===== config.mk =====
export PLATFORM = sky130hd
export DESIGN_NAME = nexys_starship_room_repair_flat
export DESIGN_NICKNAME = d
export VERILOG_FILES = /design/src/rtl/nexys_starship_pkg.sv /design/src/rtl/nexys_starship_room_repair_if.sv /design/src/rtl/nexys_starship_lfsr4.sv /design/src/rtl/nexys_starship_room_repair.sv /design/src/flat_wrapper.sv
export SDC_FILE = /design/constraint.sdc
export NUM_CORES = 1
export LEC_CHECK = 0
export ABC_AREA = 1
export BUFFER_PORTS_ARGS = -buffer_cell sky130_fd_sc_hd__buf_2
export CAP_MARGIN = 0
export CORE_MARGIN = 2
export CORE_UTILIZATION = 60
export CTS_CLUSTER_DIAMETER = 80
export DETAILED_ROUTE_END_ITERATION = 6
export GPL_ROUTABILITY_DRIVEN = 1
export PLACE_DENSITY = 0.8
export SKIP_LAST_GASP = 1
export SYNTH_ARGS = -nofsm -noshare
export SYNTH_HDL_FRONTEND = slang
export SYNTH_SLANG_ARGS = --single-unit

===== constraint.sdc =====
create_clock -name Clk -period 1.98 [get_ports Clk]
set_input_delay 0.198 -clock Clk [delete_from_list [all_inputs] [get_ports Clk]]
set_output_delay 0.198 -clock Clk [all_outputs]
set_load 0.03 [all_outputs]

===== src/rtl/nexys_starship_pkg.sv =====
`default_nettype none
// ============================================================================
// Module   : nexys_starship_pkg
// Purpose  : Shared types and constants for the Nexys Starship room logic:
//            one-hot room state encoding, LFSR feedback taps and the
//            seven-segment code type.
// Ports    : none (package)
// Revision : 1.0 - initial release
// ============================================================================
package nexys_starship_pkg;

    // One-hot room state; bit positions map straight onto q_Init/q_Working/q_Repair
    typedef enum logic [2:0] {
        ST_INIT    = 3'b001,
        ST_WORKING = 3'b010,
        ST_REPAIR  = 3'b100
    } room_state_t;

    // x^4 + x^3 + 1 : feedback is the XOR of bits 3 and 2
    localparam logic [3:0] c_lfsr_taps = 4'b1100;

    // Code shown on one SSD digit
    typedef logic [3:0] ssd_code_t;

endpackage
`default_nettype wire


===== src/rtl/nexys_starship_room_repair_if.sv =====
`default_nettype none
// ============================================================================
// Module   : nexys_starship_room_repair_if
// Purpose  : Bundles the per-room game inputs (play/game-over flags, damage,
//            submit, switch combo) and the room status outputs.
// Ports    : master - game/top-level side, drives inputs, reads status
//            slave  - room repair block side
// Revision : 1.0 - initial release
// ============================================================================
interface nexys_starship_room_repair_if;
    import nexys_starship_pkg::*;

    logic      play_flag;
    logic      game_over;
    logic      damage;
    logic      submit;
    ssd_code_t combo_in;

    logic      q_Init;
    logic      q_Working;
    logic      q_Repair;
    logic      broken;
    ssd_code_t repair_combo;
    logic [3:0] miss_count;
    logic      warn;
    logic      fail;

    modport master (
        output play_flag, game_over, damage, submit, combo_in,
        input  q_Init, q_Working, q_Repair, broken, repair_combo, miss_count, warn, fail
    );

    modport slave (
        input  play_flag, game_over, damage, submit, combo_in,
        output q_Init, q_Working, q_Repair, broken, repair_combo, miss_count, warn, fail
    );

endinterface
`default_nettype wire


===== src/rtl/nexys_starship_lfsr4.sv =====
`default_nettype none
// ============================================================================
// Module   : nexys_starship_lfsr4
// Purpose  : 4-bit Fibonacci LFSR (x^4 + x^3 + 1), period 15, never zero
//            when seeded nonzero. Shared by room repair and monster spawn.
// Ports    : clk, rst_n (async active-low), en (advance), q (current value)
// Revision : 1.0 - initial release
// ============================================================================
module nexys_starship_lfsr4
    import nexys_starship_pkg::*;
#(
    parameter logic [3:0] SEED = 4'b1001
) (
    input  logic      clk,
    input  logic      rst_n,
    input  logic      en,
    output ssd_code_t q
);

    ssd_code_t r_q;

    always_ff @(posedge clk or negedge rst_n) begin
        if (!rst_n) begin
            r_q <= SEED;
        end else if (en) begin
            r_q <= {r_q[2:0], ^(r_q & c_lfsr_taps)};
        end
    end

    assign q = r_q;

endmodule
`default_nettype wire


===== src/rtl/nexys_starship_room_repair.sv =====
`default_nettype none
// ============================================================================
// Module   : nexys_starship_room_repair
// Purpose  : Per-room damage/repair state machine. A monster hit breaks the
//            room and latches a random repair code; the player must enter it
//            on the switches and press submit before the timer runs out or
//            before MAX_MISSES wrong attempts, otherwise the sticky fail flag
//            is raised.
// Ports    : Clk, Reset_n (async active-low), rr (interface, slave side):
//            play_flag, game_over, damage, submit, combo_in in;
//            q_Init/q_Working/q_Repair, broken, repair_combo, miss_count,
//            warn, fail out (all registered).
// Revision : 1.0 - initial release
// ============================================================================
module nexys_starship_room_repair
    import nexys_starship_pkg::*;
#(
    parameter int unsigned REPAIR_CYCLES = 1_000_000_000,
    parameter int unsigned TIMER_W       = 30,
    parameter int unsigned MAX_MISSES    = 3,
    parameter logic [3:0]  LFSR_SEED     = 4'b1001
) (
    input  logic                        Clk,
    input  logic                        Reset_n,
    nexys_starship_room_repair_if.slave rr
);

    localparam logic [TIMER_W-1:0] c_timer_load = TIMER_W'(REPAIR_CYCLES - 1);
    localparam logic [TIMER_W-1:0] c_warn_level = TIMER_W'(REPAIR_CYCLES / 4);
    localparam logic [3:0]         c_max_misses = 4'(MAX_MISSES);

    room_state_t        r_state;
    ssd_code_t          r_repair_combo;
    logic [TIMER_W-1:0] r_timer;
    logic [3:0]         r_miss_count;
    logic               r_warn;
    logic               r_fail;

    ssd_code_t          w_lfsr;
    logic               w_correct;
    logic [3:0]         w_miss_next;
    logic               w_warn_now;

    nexys_starship_lfsr4 #(
        .SEED (LFSR_SEED)
    ) u_lfsr (
        .clk   (Clk),
        .rst_n (Reset_n),
        .en    (1'b1),
        .q     (w_lfsr)
    );

    assign w_correct   = rr.submit && (rr.combo_in == r_repair_combo);
    assign w_miss_next = r_miss_count + 4'd1;
    assign w_warn_now  = (r_timer < c_warn_level);

    always_ff @(posedge Clk or negedge Reset_n) begin
        if (!Reset_n) begin
            r_state        <= ST_INIT;
            r_repair_combo <= '0;
            r_timer        <= '0;
            r_miss_count   <= '0;
            r_warn         <= 1'b0;
            r_fail         <= 1'b0;
        end else if (rr.game_over) begin
            r_state        <= ST_INIT;
            r_repair_combo <= '0;
            r_timer        <= '0;
            r_miss_count   <= '0;
            r_warn         <= 1'b0;
            r_fail         <= 1'b0;
        end else begin
            case (r_state)
                ST_INIT: begin
                    if (rr.play_flag) begin
                        r_state <= ST_WORKING;
                    end
                end
                ST_WORKING: begin
                    if (rr.damage) begin
                        r_state        <= ST_REPAIR;
                        r_repair_combo <= w_lfsr;
                        r_timer        <= c_timer_load;
                        r_miss_count   <= '0;
                        r_warn         <= 1'b0;
                    end
                end
                ST_REPAIR: begin
                    if (r_fail) begin
                        // Room lost: timer stays frozen, inputs ignored
                        r_warn <= w_warn_now;
                    end else if (w_correct) begin
                        // A correct code wins even on the timer-0 cycle
                        r_state        <= ST_WORKING;
                        r_repair_combo <= '0;
                        r_timer        <= '0;
                        r_warn         <= 1'b0;
                    end else begin
                        r_warn <= w_warn_now;
                        if (r_timer == '0) begin
                            r_fail <= 1'b1;
                        end else begin
                            r_timer <= r_timer - 1'b1;
                        end
                        if (rr.submit) begin
                            r_miss_count <= w_miss_next;
                            if (w_miss_next == c_max_misses) begin
                                r_fail <= 1'b1;
                            end
                        end
                    end
                end
                default: begin
                    r_state <= ST_INIT;
                end
            endcase
        end
    end

    // State outputs come straight from the one-hot flops
    assign rr.q_Init       = r_state[0];
    assign rr.q_Working    = r_state[1];
    assign rr.q_Repair     = r_state[2];
    assign rr.broken       = r_state[2];
    assign rr.repair_combo = r_repair_combo;
    assign rr.miss_count   = r_miss_count;
    assign rr.warn         = r_warn;
    assign rr.fail         = r_fail;

endmodule
`default_nettype wire


===== src/flat_wrapper.sv =====
// flat-port wrapper written by rule: the top's interface ports become plain ports
module nexys_starship_room_repair_flat import nexys_starship_pkg::*;
#(
    parameter int unsigned REPAIR_CYCLES = 1_000_000_000,
    parameter int unsigned TIMER_W       = 30,
    parameter int unsigned MAX_MISSES    = 3,
    parameter logic [3:0]  LFSR_SEED     = 4'b1001
)
  (Clk, Reset_n, rr_play_flag, rr_game_over, rr_damage, rr_submit, rr_combo_in, rr_q_Init, rr_q_Working, rr_q_Repair, rr_broken, rr_repair_combo, rr_miss_count, rr_warn, rr_fail);
  nexys_starship_room_repair_if rr_i ();
  input  logic Clk;
  input  logic Reset_n;
  input wire logic [$bits(rr_i.play_flag)-1:0] rr_play_flag;
  input wire logic [$bits(rr_i.game_over)-1:0] rr_game_over;
  input wire logic [$bits(rr_i.damage)-1:0] rr_damage;
  input wire logic [$bits(rr_i.submit)-1:0] rr_submit;
  input wire logic [$bits(rr_i.combo_in)-1:0] rr_combo_in;
  output wire logic [$bits(rr_i.q_Init)-1:0] rr_q_Init;
  output wire logic [$bits(rr_i.q_Working)-1:0] rr_q_Working;
  output wire logic [$bits(rr_i.q_Repair)-1:0] rr_q_Repair;
  output wire logic [$bits(rr_i.broken)-1:0] rr_broken;
  output wire logic [$bits(rr_i.repair_combo)-1:0] rr_repair_combo;
  output wire logic [$bits(rr_i.miss_count)-1:0] rr_miss_count;
  output wire logic [$bits(rr_i.warn)-1:0] rr_warn;
  output wire logic [$bits(rr_i.fail)-1:0] rr_fail;
  assign rr_i.play_flag = rr_play_flag;
  assign rr_i.game_over = rr_game_over;
  assign rr_i.damage = rr_damage;
  assign rr_i.submit = rr_submit;
  assign rr_i.combo_in = rr_combo_in;
  assign rr_q_Init = rr_i.q_Init;
  assign rr_q_Working = rr_i.q_Working;
  assign rr_q_Repair = rr_i.q_Repair;
  assign rr_broken = rr_i.broken;
  assign rr_repair_combo = rr_i.repair_combo;
  assign rr_miss_count = rr_i.miss_count;
  assign rr_warn = rr_i.warn;
  assign rr_fail = rr_i.fail;
  nexys_starship_room_repair #(.REPAIR_CYCLES(REPAIR_CYCLES), .TIMER_W(TIMER_W), .MAX_MISSES(MAX_MISSES), .LFSR_SEED(LFSR_SEED)) u_core (.Clk(Clk), .Reset_n(Reset_n), .rr(rr_i));
endmodule

==> impl_metrics.tcl, run 1 <==
set metrics [dict create \
    core_area_um2 5070 \
    start_kind "register" \
    grt.overflow.total 0 \
    portBuffers 23 \
    worst_pin_slew_ps 604 \
    cp_max_fo 15 \
    hold_viol 0 \
    min_period_over_period 0.993 \
    clk_path_buf_depth 2 \
    finalMaxSlewViolations 0 \
    status "finished clean" \
    maxCapViolCount 0 \
    finalWeightedCongestion 0.910 \
    place_worst_setup_slack_ps 80.0 \
    timing.slew.headroom 0.597 \
    dr.pass1.iters 5 \
    cp_slowest_cell "dfrtp_1" \
    synth_fp_nets 492 \
    grt_usage 0.286 \
    fin_setup_tns_ps 0 \
    die-area_um2 5790 \
    whs_ps 173 \
    p_seq_frac 0.397 \
    yosys_warnings 0 \
    finalNetCount 540 \
    fmax_mhz 509 \
    nFillCells 416 \
    path_cells "nor3_4 > nand2_1 > nor2_1 > nor2_4 > o21ai_4 > buf_4 > nor2_4 > buf_12 > nand2_1 > nand2_1" \
    fp.dieH_um 76.1 \
    ys_types 28 \
    grt_pass1_vias 2982 \
    crit_family "simple AND/OR/NAND/NOR gates" \
    path_class "register to register" \
    hpwlAfterDp_um 5740 \
    mostFrequentLayoutCell "nand2_1" \
    p_per_area_nw_per_um2 903 \
    synth_top_family_by_area "simple AND/OR/NAND/NOR gates" \
    ys_ff_latch 47 \
    worst_ir_drop_vdd_v 0.000484 \
    route.detailed.drc 0 \
    clock_latency_ps 320 \
    cp.arrival_ps 2170 \
    power.switching_mw 1.36 \
    drive_above_1_share 0.161 \
    antenna_found_initial 0 \
    grt_pass1_wl_um 13500 \
    setup_viol 0 \
    ioPinCount 24 \
    cp_common_cell "nand2_1" \
    syn_avg_cell_area_um2 6.50 \
    rsz0062_at_grt "yes" \
    power.share.clock 0.224 \
    path_buf_inv 2 \
    finalWorstSetupSlack_ps 14.5 \
    synthMuxAreaShare 0 \
    h-tree-depth 2 \
    drtAntennaViolNets 0 \
    yosys.area_share.simple 0.423 \
    hp-class "primary input to register" \
    cts_tree "built" \
    fin_skew_ps 16.0 \
    antenna_cells 0 \
    finalPower_mw 3.32 \
    routed_wl_um 8350 \
    grt_start_max_net_pins 48 \
    vias 3277 \
    drt-initial-drc-count 315 \
    viasPerCell 5.48 \
    p_leak_nw 1.88 \
    start_util 0.614 \
    swShare 0.410 \
    layout_common_cells "nand2_1, nor2_1, inv_1, nand3_1, dfrtp_1" \
    required_ps 2190 \
    ys_seq_area_frac 0.379 \
    synthXorXnorAreaFrac 0.0309 \
    slowest_delay_ps 440 \
    synthAdderAreaFrac 0.0120 \
    syn_area_um2 3120 \
    comb_power_share 0.379 \
    p_int_mw 1.96 \
    synth_compound_area_frac 0.0731 \
    areaGrowthSynthToFinish_pct 18.0 \
    fin_crit_ps 1970 \
    endpoint_kind "register" \
    dieWidth_um 76.1 \
    clk_pin_slew_ps 90 \
    cts.sinks 47 \
    wire_per_inst_um 14.0 \
    cts_buffers 5 \
    synth_cells 479 \
    rows 26 \
    cts_root_buf "clkbuf_8" \
]
==> per-stage QoR <==
step | cells | cell area, um^2 | util
after CTS | 591 | 3530 | 0.696
after floorplan | 479 | 3120 | -
final | 598 | 3680 | 0.725
after global placement | 582 | 3410 | 0.672
after global routing | 598 | 3680 | 0.725
after detailed placement | 582 | 3410 | 0.672
==> registers in the layout, summed over array words and instances, names as in the netlist <==
signal,cells
u_core.rr.miss_count,4
u_core.u_lfsr.q,4
u_core.rr.fail,1
u_core.r_timer,30
u_core.rr.repair_combo,4
u_core.rr.warn,1
u_core.r_state,3
==> area by class of cell <==
type                            instances  area [um^2]  share of cell area
Clock buffer                            5         68.8              0.0187
Inverter                               49          184              0.0500
Multi-Input combinational cell        374         1740               0.472
Sequential cell                        47         1180               0.321
Timing Repair Buffer                   50          374               0.102
Tap cell                               70         87.6              0.0238
Clock inverter                          3         47.5              0.0129
==> Yosys cell counts (all sizes together) <==
cell    number  area, um^2
nor3         8        51.3
nor2        77         317
nand4        5        31.3
o21ai       38         201
buf          7        61.3
nand2      180         681
dfrtp       44        1100
inv         49         184
a211oi       1        7.51
xor2        10        87.6
a21oi        1        5.00
dfstp        3        78.8
ha           3        37.5
clkbuf       3        11.3
a31oi        1        6.26
or2          2        12.5
o21bai       1        7.51
nand3       45         225
xnor2        1        8.76
==> timing repair <==
item | 4_1_cts | 5_1_grt
buffers inserted | 0 | 4
gates resized for setup | 0 | 17
endpoints found under the hold margin | 26 | 0
endpoints found under the setup margin | 0 | 37
hold buffers | 1 | 0
==> power groups by stage <==
stage                     Combinational, mW  Clock, mW  Sequential (mW)
after floorplan                       0.812          0             1.33
after global placement                 1.10          0             1.33
after detailed placement               1.12          0             1.33
after CTS                              1.14      0.752             1.31
after global routing                   1.41      0.802             1.35
final                                  1.26      0.745             1.32
==> layer usage <==
layer / global-route usage / share of wire / vias to the layer above
met5: 0 / 0 / -
met4: 0.0709 / 0.013 / 0
met3: 0.0427 / 0.057 / 17
met2: 0.497 / 0.50 / 131
met1: 0.378 / 0.43 / 1532
li1: - / - / 1597
==> kinds of logic (layout without fill, tap and decap cells) <==
logic type,after synthesis,count (layout)
AND/OR/NAND/NOR,317,318
buffers and inverters,59,107
flip-flops,47,47
AO/OA/AOI/OAI,42,42
XOR/XNOR,11,11
adder cells (fa/ha/maj),3,3
==> final timing paths <==
kind | to | startpoint | depth (start not counted) | slack, ps
max | u_core.r_timer[20]$_DFFE_PN0P_ | u_core.r_state[1]$_DFFE_PN0P_ | 10 | 10
min | u_core.r_state[0]$_DFFE_PN1P_ | rr_play_flag | 4 | 170
max reg2reg | u_core.r_timer[20]$_DFFE_PN0P_ | u_core.r_state[1]$_DFFE_PN0P_ | 10 | 10
min reg2reg | u_core.u_lfsr.q[2]$_DFF_PN0_ | u_core.u_lfsr.q[1]$_DFF_PN0_ | 0 | 390
max in group asynchronous | u_core.r_timer[28]$_DFFE_PN0P_ | Reset_n | 3 | 1060
min in group asynchronous | u_core.r_timer[0]$_DFFE_PN0P_ | Reset_n | 3 | 500
==> worst min-delay path, stage by stage <==
cell and delay (ps):
buf_2 70, nor2_1 30, inv_1 80, o21ai_0 90
No activity file was read; power rests on OpenSTA's default activity.
==> inputs of run 2 (changes only) <==
--- a/config.mk
+++ b/config.mk
@@ -17,4 +17,5 @@
 export SKIP_LAST_GASP = 1
 export SYNTH_ARGS = -nofsm -noshare
 export SYNTH_HDL_FRONTEND = slang
+export SYNTH_HIERARCHICAL = 1
 export SYNTH_SLANG_ARGS = --single-unit
==> run 2 against run 1 <==
  * Register-to-register slack better by 130 ps
  * Total power down 6.8%
  * Sequential share of layout area up 0.43 points
  * Critical path depth up 2
  * Non-clock buffer count down 8
  * Area after synthesis up 1.6%
  * Worst setup slack better by 130 ps
  * Highest routed layer unchanged
==> impl_metrics.tcl, run 2 <==
set metrics [dict create \
    netlist.top_cell.by_area "dfrtp_1" \
    h-tree-depth 2 \
    portBuffers 23 \
    power.switching_mw 1.28 \
    hold_viol 0 \
    hpwlAfterDp_um 5940 \
    rows 26 \
    min_period_over_period 0.925 \
    swShare 0.414 \
    grt_pass1_vias 2968 \
    synth_edf_count 0 \
    synth_most_common_cell "nand2_1" \
    fin_crit_ps 1830 \
    grt.overflow.total 0 \
    clock_latency_ps 300 \
    drive_above_1_share 0.147 \
    worst_ir_drop_vdd_v 0.000582 \
    fin_skew_ps 4.79 \
    p_leak_nw 1.81 \
    crit_start "u_core/r_state[0]$_DFFE_PN1P_" \
    slowest_delay_ps 570 \
    cts.sinks 47 \
    route.detailed.drc 0 \
    reg2regPathDepth 12 \
    ys_types 35 \
    maxCapViolCount 0 \
    finalWorstSetupSlack_ps 149 \
    dieWidth_um 76.7 \
    ys_seq_area_frac 0.373 \
    vias 3225 \
    placed_area_um2 3500 \
    wire_per_inst_um 13.2 \
    busiest_layer "met2" \
    worstSetupEndpoint "u_core/r_timer[19]$_DFFE_PN0P_" \
    endpoint_kind "register" \
    p_int_mw 1.81 \
    fin_setup_tns_ps 0 \
    finalWeightedCongestion 0.951 \
    clk_pin_slew_ps 90 \
    cts_root_buf "clkbuf_8" \
    synth.top_cells.by_area "dfrtp_1, nand2_1, nor2_1" \
    synth_cells 482 \
    synth_top_area_frac 0.348 \
    ioPinCount 24 \
    cp_slowest_cell "dfstp_2" \
    fp.dieH_um 76.7 \
    path_buf_inv 4 \
    yosys_most_used_dff "dfrtp_1" \
    r2r-start "u_core/r_state[0]$_DFFE_PN1P_" \
    drtAntennaViolNets 0 \
    layout_common_cells "nand2_1, nor2_1, inv_1" \
    largest_reg_flops 30 \
    finalMaxSlewViolations 0 \
    met2_usage 0.455 \
    mostFrequentLayoutCell "nand2_1" \
    power.share.clock 0.201 \
    yosys_warnings 6 \
    fin_util 0.710 \
    status "finished clean" \
    areaGrowthSynthToFinish_pct 14.6 \
    cp.arrival_ps 2030 \
    fmax_mhz 546 \
    synthTopCellsByCount "nand2_1, nor2_1, inv_1" \
    required_ps 2180 \
    drt-initial-drc-count 262 \
    clk_path_buf_depth 2 \
    grt_start_max_net_pins 48 \
    cts_buffers 5 \
    cts_tree "built" \
    ys_ff_latch 47 \
    grt_use_met1 0.398 \
    p_seq_frac 0.435 \
    routed_wl_um 7930 \
    path_cells "inv_2 > nand3_4 > inv_2 > nand2_1 > nand2_2 > nor2_4 > nand2_2 > nand2_4 > buf_4 > inv_4 > nand2_1 > nand2_1" \
    hp-class "primary input to register" \
    syn_area_um2 3170 \
    final_cell_area_um2 3630 \
    viasPerCell 5.37 \
    p_per_area_nw_per_um2 854 \
    final_cells 601 \
    comb_power_share 0.364 \
    finalNetCount 543 \
    cp_common_cell "nand2_1" \
    grt_pass1_wl_um 13500 \
    setup_viol 0 \
    gr-usage-met3 0.0424 \
    antenna_cells 0 \
    antenna_found_initial 0 \
    cp.depth 12 \
    top_register "u_core/r_timer" \
    rsz0062_at_grt "yes" \
    rr_endpoint "u_core/r_timer[19]$_DFFE_PN0P_" \
    async_flop_share 1.00 \
    grt_usage 0.287 \
    core_area_um2 5110 \
    place_worst_setup_slack_ps 153 \
    path_class "register to register" \
    start_kind "register" \
    dr.pass1.iters 5 \
    cp_max_fo 11 \
    crit_family "simple AND/OR/NAND/NOR gates" \
    syn_avg_cell_area_um2 6.57 \
    die-area_um2 5880 \
    dp_cells 591 \
    reg2reg_slack_ps 150 \
    start_util 0.620 \
]
## run 2: tightest hold or removal path: stages
cell     delay [ps]
buf_2            80
inv_1            30
nand2_1          70
nand2_1          60
## run 2: worst min-delay path by stage
stage            startpoint                             to  slack [ps]  cells past startpoint
6_report       rr_play_flag  u_core/r_state[0]$_DFFE_PN1P_         120                      4
5_1_grt        rr_play_flag  u_core/r_state[0]$_DFFE_PN1P_         140                      4
4_1_cts        rr_play_flag  u_core/r_state[0]$_DFFE_PN1P_         120                      4
3_5_place_dp        Reset_n  u_core/r_state[1]$_DFFE_PN0P_         200                      2
3_3_place_gp        Reset_n  u_core/r_state[1]$_DFFE_PN0P_         200                      2
2_1_floorplan       Reset_n  u_core/r_state[1]$_DFFE_PN0P_        -100                      0
## run 2: area by class of cell
type | count | area (um^2)
Tap cell | 70 | 87.6
Clock inverter | 2 | 16.3
Multi-Input combinational cell | 380 | 1770
Sequential cell | 47 | 1180
Inverter | 54 | 205
Timing Repair Buffer | 42 | 285
Fill cell | 446 | 1480
Clock buffer | 6 | 82.6
## run 2: kinds of logic after synthesis
group                      share of synthesized area
AOI/OAI and AO/OA                             0.0893
xor gates and xnor gates                      0.0221
adders and majority gates                     0.0119
buffers and inverters                         0.0802
DFF                                            0.373
other                                        0.00118
and+or+nand+nor                                0.423
## run 2: what timing repair did
| item | CTS | global route |
|---|---|---|
| buffers inserted | 0 | 1 |
| setup endpoints to repair | 0 | 24 |
| gates resized for setup | 0 | 6 |
| hold endpoints to repair | 44 | 0 |
| hold buffers | 1 | 0 |
## run 2: metal layers
layer  part of all wire  wire [um]
met3              0.067        532
met4              0.028        218
met5                  0          0
met2               0.46       3650
met1               0.44       3520
## run 2: power groups by stage
stage | logic [mW] | registers (mW) | clock network, mW
after global placement | 1.07 | 1.35 | 0
after global routing | 1.28 | 1.37 | 0.675
after floorplan | 0.729 | 1.41 | 0
after detailed placement | 1.10 | 1.36 | 0
after CTS | 1.11 | 1.34 | 0.634
final | 1.13 | 1.35 | 0.622
## run 2: stage by stage
step / hold WS, ps / power (mW)
2_1_floorplan: -97.6 / 2.14
3_3_place_gp: 201 / 2.42
3_5_place_dp: 199 / 2.46
4_1_cts: 124 / 3.08
5_1_grt: 136 / 3.33
6_report: 124 / 3.10
==> inputs of run 3 (changes only) <==
--- a/config.mk
+++ b/config.mk
@@ -9,11 +9,10 @@
 export BUFFER_PORTS_ARGS = -buffer_cell sky130_fd_sc_hd__buf_2
 export CAP_MARGIN = 0
 export CORE_MARGIN = 2
-export CORE_UTILIZATION = 60
+export CORE_UTILIZATION = 40
 export CTS_CLUSTER_DIAMETER = 80
 export DETAILED_ROUTE_END_ITERATION = 6
 export GPL_ROUTABILITY_DRIVEN = 1
-export PLACE_DENSITY = 0.8
 export SKIP_LAST_GASP = 1
 export SYNTH_ARGS = -nofsm -noshare
 export SYNTH_HDL_FRONTEND = slang
==> run 3 against run 2 <==
  * Worst setup slack got worse by 1.4 ps
  * Final area rose by 4.2%
  * Flip-flop and latch count did not move
  * Worst hold slack got worse by 17 ps
  * Maximum frequency barely moved
==> impl_metrics.tcl, run 3 (synthesis results as in run 2) <==
set metrics [dict create \
    grt.overflow.total 0 \
    antenna_cells 0 \
    min_period_over_period 0.926 \
    finalWeightedCongestion 0.878 \
    reg2reg_slack_ps 150 \
    top_register "u_core/r_timer" \
    route.detailed.drc 0 \
    cp_slowest_cell "dfrtp_1" \
    slowest_delay_ps 390 \
    vias 3201 \
    fp.dieH_um 93.0 \
    reg2regPathDepth 10 \
    p_per_area_nw_per_um2 839 \
    worst_pin_slew_ps 597 \
    h-tree-depth 2 \
    grt_pass1_wl_um 14300 \
    rr_endpoint "u_core/r_timer[5]$_DFFE_PN0P_" \
    multi_input_comb_area_um2 1780 \
    grt_pass1_vias 3040 \
    fin_util 0.492 \
    hp-class "primary input to register" \
    finalPower_mw 3.17 \
    regArea_um2 1180 \
    rsz0062_at_grt "yes" \
    p_leak_nw 1.88 \
    path_class "register to register" \
    areaGrowthSynthToFinish_pct 19.4 \
    dr.pass1.iters 5 \
    portBuffers 23 \
    start_util 0.412 \
    wire_per_inst_um 13.5 \
    path_cells "inv_1 > ha_1 > nand2_1 > nor2_4 > nand4_1 > nand2_2 > nand2_8 > clkbuf_4 > a21oi_1 > nor2_1" \
    antenna_found_initial 0 \
    layout_common_cells "nand2_1, nor2_1, inv_1" \
    timing.slew.headroom 0.602 \
    largest_reg_flops 30 \
    fin_skew_ps 8.39 \
    dp_cells 632 \
    start_kind "register" \
    rows 32 \
    cts.sinks 47 \
    cp_max_fo 7 \
    drtAntennaViolNets 0 \
    cts_root_buf "clkbuf_8" \
    finalNetCount 557 \
    cts_tree "built" \
    setup_viol 0 \
    grt_start_max_net_pins 26 \
    dieWidth_um 93.0 \
    whs_ps 107 \
    worst_ir_drop_vdd_v 0.000448 \
    required_ps 2190 \
    drive_above_1_share 0.167 \
    drt-initial-drc-count 168 \
    core_area_um2 7690 \
    viasPerCell 4.95 \
    maxCapViolCount 0 \
    clk_pin_slew_ps 100 \
    ioPinCount 24 \
    cp.arrival_ps 2040 \
    nFillCells 827 \
    crit_start "u_core/r_timer[0]$_DFFE_PN0P_" \
    worstSetupEndpoint "u_core/r_timer[5]$_DFFE_PN0P_" \
    cts_buffers 5 \
    routed_wl_um 8720 \
    final_cells 647 \
    r2r-start "u_core/r_timer[0]$_DFFE_PN0P_" \
    finalWorstSetupSlack_ps 147 \
    clock_latency_ps 310 \
    fmax_mhz 546 \
    hpwlAfterDp_um 6700 \
    place_worst_setup_slack_ps 43.8 \
    die-area_um2 8640 \
    clk_path_buf_depth 2 \
    fin_crit_ps 1830 \
    status "finished clean" \
    endpoint_kind "register" \
    mostFrequentLayoutCell "nand2_1" \
    hold_viol 0 \
    grt_usage 0.209 \
    finalMaxSlewViolations 0 \
]
run 3: layout make-up:
cell class                 instances  share of cell area
sequential                        47               0.312
clock inverter                     3             0.00595
multi-input combinational        380               0.472
clock buffer                       5              0.0182
tap                              102              0.0337
timing repair buffer              56               0.104
inverter                          54              0.0543
run 3: worst max-delay path, delay by kind of cell (launching register included):
kind	cells	cell delay, ps
and+or+nand+nor	6	720
DFF	1	390
buffers and inverters	2	290
adders and majority gates	1	190
AOI/OAI and AO/OA	1	140
run 3: stage by stage:
| stage | instance area [um^2] | TNS [ps] |
|---|---|---|
| after CTS | 3700 | 0 |
| after detailed placement | 3600 | 0 |
| after floorplan | 3190 | 0 |
| after global routing | 3780 | -40.6 |
| final | 3780 | 0 |
| after global placement | 3600 | 0 |
run 3: power breakdown:
part	leakage (nW)	switching (mW)	internal (mW)
logic	1.25	0.791	0.429
clock network	0.0485	0.361	0.254
registers	0.583	0.187	1.15
run 3: what timing repair did:
action	in CTS	in global routing
resized for setup	0	9
setup buffers	0	6
setup endpoints to repair	0	23
hold buffers	1	0
endpoints found under the hold margin	23	0
run 3: worst min path at each step:
stage                             from                                     to  slack [ps]  cells after the start
after CTS                 rr_play_flag          u_core/r_state[0]$_DFFE_PN1P_         100                      4
after detailed placement       Reset_n  u_core/rr.repair_combo[0]$_DFFE_PN0P_         240                      1
final                     rr_play_flag          u_core/r_state[0]$_DFFE_PN1P_         110                      4
after floorplan                Reset_n          u_core/r_state[1]$_DFFE_PN0P_        -100                      0
after global routing      rr_play_flag          u_core/r_state[0]$_DFFE_PN1P_         130                      4
after global placement         Reset_n  u_core/rr.repair_combo[0]$_DFFE_PN0P_         230                      1
run 3: layer usage:
metal | vias to the layer above | wire (um) | GRT usage
met5 | - | 0 | 0
met4 | 0 | 135 | 0.0600
met3 | 12 | 463 | 0.0234
li1 | 1647 | - | -
met2 | 73 | 4080 | 0.348
met1 | 1469 | 4040 | 0.290
